===== src/rtl/bus_arbiter.sv =====
// bus_arbiter: four-master round-robin arbiter, active-low requests and registered grants.
// Define BUS_ARB_TIMEOUT_EN to bound each tenure to TENURE_MAX cycles when others are waiting.
module bus_arbiter #(
  parameter int TENURE_MAX = 16
) (
  input  logic       clk,
  input  logic       reset,
  input  logic       m0_req_,
  input  logic       m1_req_,
  input  logic       m2_req_,
  input  logic       m3_req_,
  output logic       m0_grnt_,
  output logic       m1_grnt_,
  output logic       m2_grnt_,
  output logic       m3_grnt_,
  output logic [1:0] owner,
  output logic       busy
);

  typedef enum logic {IDLE, GRANT} state_t;

  state_t     r_state;
  logic [1:0] r_owner;
  logic [3:0] r_grant;
  logic       r_busy;

  logic [3:0] w_req;
  logic [3:0] w_reqOthers;
  logic       w_ownerReq;
  logic [2:0] w_pickAll;
  logic [2:0] w_pickOthers;
  logic       w_expired;
  logic       w_take;
  logic       w_goIdle;
  logic [1:0] w_newOwner;

  if (TENURE_MAX < 2 || TENURE_MAX > 256) begin : g_tenureRange
    $error("bus_arbiter: TENURE_MAX must lie in 2..256");
  end

  // Returns {found, index} of the first requester scanning last+1, last+2, last+3, last.
  function automatic logic [2:0] rrPick(input logic [3:0] req, input logic [1:0] last);
    logic [2:0] pick;
    logic [1:0] idx;
    pick = 3'b000;
    for (int k = 1; k <= 4; k++) begin
      idx = last + 2'(k);
      if (!pick[2] && req[idx]) pick = {1'b1, idx};
    end
    return pick;
  endfunction

  assign w_req        = ~{m3_req_, m2_req_, m1_req_, m0_req_};
  assign w_reqOthers  = w_req & ~(4'b0001 << r_owner);
  assign w_ownerReq   = w_req[r_owner];
  assign w_pickAll    = rrPick(w_req, r_owner);
  assign w_pickOthers = rrPick(w_reqOthers, r_owner);

`ifdef BUS_ARB_TIMEOUT_EN
  localparam int CW = $clog2(TENURE_MAX);
  localparam logic [CW-1:0] CNT_LAST = CW'(TENURE_MAX - 1);

  logic [CW-1:0] r_tenure;

  assign w_expired = (r_tenure == CNT_LAST);

  // Tenure counter restarts with every new grant and saturates at its last value.
  always_ff @(posedge clk or posedge reset) begin
    if (reset) begin
      r_tenure <= '0;
    end else if (w_take) begin
      r_tenure <= '0;
    end else if (r_state == GRANT && !w_expired) begin
      r_tenure <= r_tenure + 1'b1;
    end
  end
`else
  assign w_expired = 1'b0;
`endif

  always_comb begin
    w_take     = 1'b0;
    w_goIdle   = 1'b0;
    w_newOwner = r_owner;
    case (r_state)
      IDLE: begin
        if (w_pickAll[2]) begin
          w_take     = 1'b1;
          w_newOwner = w_pickAll[1:0];
        end
      end
      GRANT: begin
        if (!w_ownerReq || w_expired) begin
          if (w_pickOthers[2]) begin
            w_take     = 1'b1;
            w_newOwner = w_pickOthers[1:0];
          end else if (!w_ownerReq) begin
            w_goIdle = 1'b1;
          end
        end
      end
      default: ;
    endcase
  end

  // Grants and busy are registered together with the state so they never disagree.
  always_ff @(posedge clk or posedge reset) begin
    if (reset) begin
      r_state <= IDLE;
      r_owner <= 2'd3;
      r_grant <= 4'b0000;
      r_busy  <= 1'b0;
    end else if (w_take) begin
      r_state <= GRANT;
      r_owner <= w_newOwner;
      r_grant <= 4'b0001 << w_newOwner;
      r_busy  <= 1'b1;
    end else if (w_goIdle) begin
      r_state <= IDLE;
      r_grant <= 4'b0000;
      r_busy  <= 1'b0;
    end
  end

  assign {m3_grnt_, m2_grnt_, m1_grnt_, m0_grnt_} = ~r_grant;
  assign owner = r_owner;
  assign busy  = r_busy;

endmodule

===== config.mk =====
export PLATFORM = sky130hd
export DESIGN_NAME = bus_arbiter
export DESIGN_NICKNAME = d
export VERILOG_FILES = /design/src/rtl/bus_arbiter.sv
export SDC_FILE = /design/constraint.sdc
export NUM_CORES = 1
export LEC_CHECK = 0
export ABC_AREA = 1
export CAP_MARGIN = 10
export CORE_MARGIN = 1.5
export CORE_UTILIZATION = 54
export CTS_CLUSTER_SIZE = 16
export DETAILED_ROUTE_END_ITERATION = 10
export PLACE_DENSITY_LB_ADDON = 0.2
export SYNTH_ARGS = -nofsm -noshare
export SYNTH_HDL_FRONTEND = slang
export SYNTH_SLANG_ARGS = --single-unit

===== constraint.sdc =====
create_clock -name clk -period 3.9 [get_ports clk]
set_clock_uncertainty 0.15 [all_clocks]
set_input_delay 0.585 -clock clk [delete_from_list [all_inputs] [get_ports clk]]
set_output_delay 0.585 -clock clk [all_outputs]
set_load 0.1 [all_outputs]

# Word level (Yosys, flattened, before mapping)
# Index checks and enable logic that the tools add are counted.
dict set report word_totals {
  latchBits 0
  inputBits 6
  romBits 0
  word_cells 69
  out_inout_bits 7
  n_memories 0
  ram_bits 0
  reg_bits 7
}
dict set report classes {
  muxes 39
  addsub 3
  eq_ne 0
  bitwise 5
  n_lt_le_gt_ge 4
  n_shift 2
  div_mod_pow 0
  reduce_logical 13
  multipliers 0
}
# op count
set ops {}
lappend ops {{3-bit two-way mux} 8}
lappend ops {{1-bit binary-select mux with 2-bit select} 8}
lappend ops {{1-bit two-way mux} 16}
lappend ops {{2-bit by 3-bit less-than comparator with 1-bit output, second input constant} 4}
lappend ops {{4-bit inverter} 3}
lappend ops {{4-bit two-way mux} 2}
lappend ops {{1-bit by 2-bit left shift with 4-bit output, first input constant} 2}
lappend ops {{1-bit logical AND} 6}
lappend ops {{1-bit logical NOT} 6}
lappend ops {{2-bit two-way mux} 3}
lappend ops {{2-bit adder, second input constant} 2}
lappend ops {{4-bit bitwise AND} 1}
lappend ops {{2-bit one-hot mux with 2 select lines} 1}
lappend ops {{2-bit by 1-bit adder with 2-bit output, second input constant} 1}
lappend ops {{1-bit one-hot mux with 2 select lines} 1}
lappend ops {{2-bit nonzero test} 1}
lappend ops {{1-bit inverter} 1}

# Logic depth before layout (Yosys ltp)
dict set report logic_depth {
  depth_word 20
  ltp_mapped 16
}

# Least setup slack after synthesis
# No wires, ideal clock.
dict set report synth_path {
  kind {register to register}
  from {reg r_owner[1], in the netlist owner[1]}
  to {reg r_grant[3]}
  slack_ps 1198
  setup_ps 116
  arrival_ps 2436
  stages_incl_launch_ff 14
  path_cell_list {dfstp_2 -> inv_1 -> ha_1 -> inv_1 -> nand3_1 -> nand2_4 -> nand3_2 -> nand2_2 -> nand2_1 -> nand2_1 -> nor2_1 -> nor2_2 -> nand2_1 -> nand2_1}
}
dict set report synth_between {
  elab_chain_cells 20
}
# element line_no
set synth_lines {}
lappend synth_lines {{start, declared} 23} ;# logic [1:0] r_owner;
lappend synth_lines {{start signal, assigned} 115} ;# r_owner <= w_newOwner;
lappend synth_lines {{parallel branches: the longest is 20 deep, another holds 2-bit by 1-bit adder with 2-bit output} -}
lappend synth_lines {{end signal, assigned} 116} ;# r_grant <= 4'b0001 << w_newOwner;
lappend synth_lines {{end, declared} 24} ;# logic [3:0] r_grant;
# Parallel ways; which one is timed is not known. The select of a mux whose other input is x is not followed.
# A chain may end at the register's enable or synchronous reset.

# Worst setup path after layout
dict set report layout_path {
  from {reg r_owner[1], in the netlist owner[1]}
  to {out owner[1]}
}
# element line_no
set layout_rtl {}
lappend layout_rtl {{end, declared} 16} ;# output logic [1:0] owner,
# No word-level cell between the ends.

==> flow_summary.ini <==
[min_path]
min_from = r_grant[2]
min_path_cells = 2
hold_path.class = flop to flop
min_to = r_grant[2]

[cts]
clk_pin_slew_ns = 0.06
clockBufferDepth = 2
htreeDepth = 1
ctsHoldBuffers = 0
cts_tree = done
root_buffer = clkbuf_4
cts.sinks = 7
cts_repair_resize_count = 0
cts_buffers = 3
insertion_delay_ns = 0.27
post_cts_buffers = 0

[timing]
setup-tns-final_ns = 0
fmax_mhz = 356
finalSetupViolCount = 0
worst_pin_slew_ns = 0.973
slew_viol_final = 0
slew_headroom = 0.349
hold-worst-slack_ns = 0.338
fin_crit_ns = 2.81
min_period_over_period = 0.720
finalHoldViolations = 0
rsz0062_at_grt = false

[logic_synthesis]
yosys_warnings = 0
netlist_area_um2 = 845
ys_ff_latch = 7
syn_area_per_cell_um2 = 6.30
yosysSeqAreaShare = 0.210
syn_inst = 134
syn-num-nets = 144
synth.distinct_cells = 21

[critical_path]
r2r_cells = 12
cpLargestDelayFamily = buffers and inverters
crit_path_end_kind = output port
crit_arrival_ns = 2.07
crit_slowest_cell = clkdlybuf4s50_1
reg2reg_to = r_grant[0]
crit_fanout = 10
cp.required_ns = 3.16
critPathBufInv = 1
cpPeakStageDelay_ns = 1.16
critPathLaunchType = flop
critPathKind = flop to output port
r2r_slack_ns = 1.21
r2r_start = owner[0]
crit_path_cell_trace = clkdlybuf4s50_1

[cells_and_area]
mostFrequentLayoutCells = nand2_1 (45), inv_1 (18), nand2_2 (17)
syn_to_final_growth_pct = 18.1
antenna_cells = 0
drive_above_1_share = 0.289
final_common_cell = nand2_1
fillers = 132
layout.nets = 160

[route]
routed_via_density = 5.00
wl_per_cell_um = 10.5
drt_wl_total_um = 1740
drc = 0
drtIter0Drc = 24
dr.pass1.iters = 4
ant_nets = 0
dr_total_vias = 825

[floorplanning]
dieHeight_um = 42.5
dieArea_mm2 = 0.00181
fp.dieW_um = 42.5
io_pins = 13
core_mm2 = 0.00149
fp-row-count = 14
initial_core_util = 0.567

[global_routing]
overflow = 0
grt_max_degree = 18
antenna_found_initial = 0
grt_pass1_vias = 741
groute.usage.overall = 0.216
grt_first_pass_wirelength_um = 3000

[run_status]
outcome = complete, no violations

[flow_run]
maxCapViolCount = 0

[placement]
routabilityCongestion = 0.837
dp_hpwl_um = 1390
portBuffers = 12
layout make-up:
type,instances,area (µm²),share of cell area
inverter,22,83.8,0.0841
tap,16,20.0,0.0201
timing repair buffer,12,118,0.118
sequential,7,178,0.178
clock buffer,4,26.3,0.0263
multi-input combinational,104,572,0.573
how the worst max path moves through the flow:
| stage | start | end | slack [ns] | cells past startpoint |
|---|---|---|---|---|
| after global routing | owner[0] | r_grant[3] | 1.02 | 16 |
| after detailed placement | owner[0] | r_grant[0] | 1.23 | 12 |
| final | owner[1] | owner[1] | 1.09 | 1 |
| after floorplan | owner[1] | r_grant[3] | 1.20 | 13 |
| after global placement | owner[0] | r_grant[0] | 1.31 | 12 |
| after CTS | owner[1] | owner[1] | 1.09 | 1 |
per-stage QoR:
stage                     setup slack (ns)  std cells   util  area [µm²]
after floorplan                       1.20        134      -         845
after global placement                1.31        161  0.652         971
after detailed placement              1.23        161  0.652         971
after CTS                             1.09        165  0.670         997
after global routing                  1.02        165  0.670         997
final                                 1.09        165  0.670         997
state kept, by name, indices dropped and copies added, names as in the netlist:
register  count
owner         2
r_grant       4
r_state       1
worst min-delay path, delay by kind of cell, from the launching register on:
kind             cells  cell delay, ns
flip-flops           1            0.35
AND/OR/NAND/NOR      2            0.11
routing by layer:
metal	track usage	up-vias	wire, µm
met5	0	-	0
met4	0.0563	0	10
met3	0.0560	2	56
met2	0.329	16	763
met1	0.303	368	904
li1	-	439	-
cell usage after synthesis:
library cell | instances | area [µm²]
a21oi_1 | 2 | 10.0
a21oi_2 | 2 | 17.5
buf_6 | 1 | 11.3
clkinv_2 | 1 | 5.00
dfrtp_1 | 5 | 125
dfstp_2 | 2 | 52.6
ha_1 | 4 | 50.1
inv_1 | 18 | 67.6
inv_2 | 3 | 11.3
nand2_1 | 45 | 169
nand2_2 | 17 | 106
nand2_4 | 2 | 22.5
nand3_1 | 8 | 40.0
nand3_2 | 5 | 50.1
nand4_1 | 1 | 6.26
nor2_1 | 7 | 26.3
nor2_2 | 4 | 25.0
o211ai_1 | 1 | 7.51
o21ai_0 | 1 | 5.00
o21ai_1 | 2 | 10.0
o21ai_2 | 3 | 26.3
cells by family (layout without fill, tap and decap cells):
kind of cell	Yosys count	in the layout	share of synthesized area
fa+ha+maj	4	4	0.0593
simple gates	89	89	0.527
compound gates	11	11	0.0904
buf+inv	23	38	0.113
flops	7	7	0.210
Power is not shown: default switching activity piles up to over one toggle a cycle in this logic, so the estimate is an artifact.
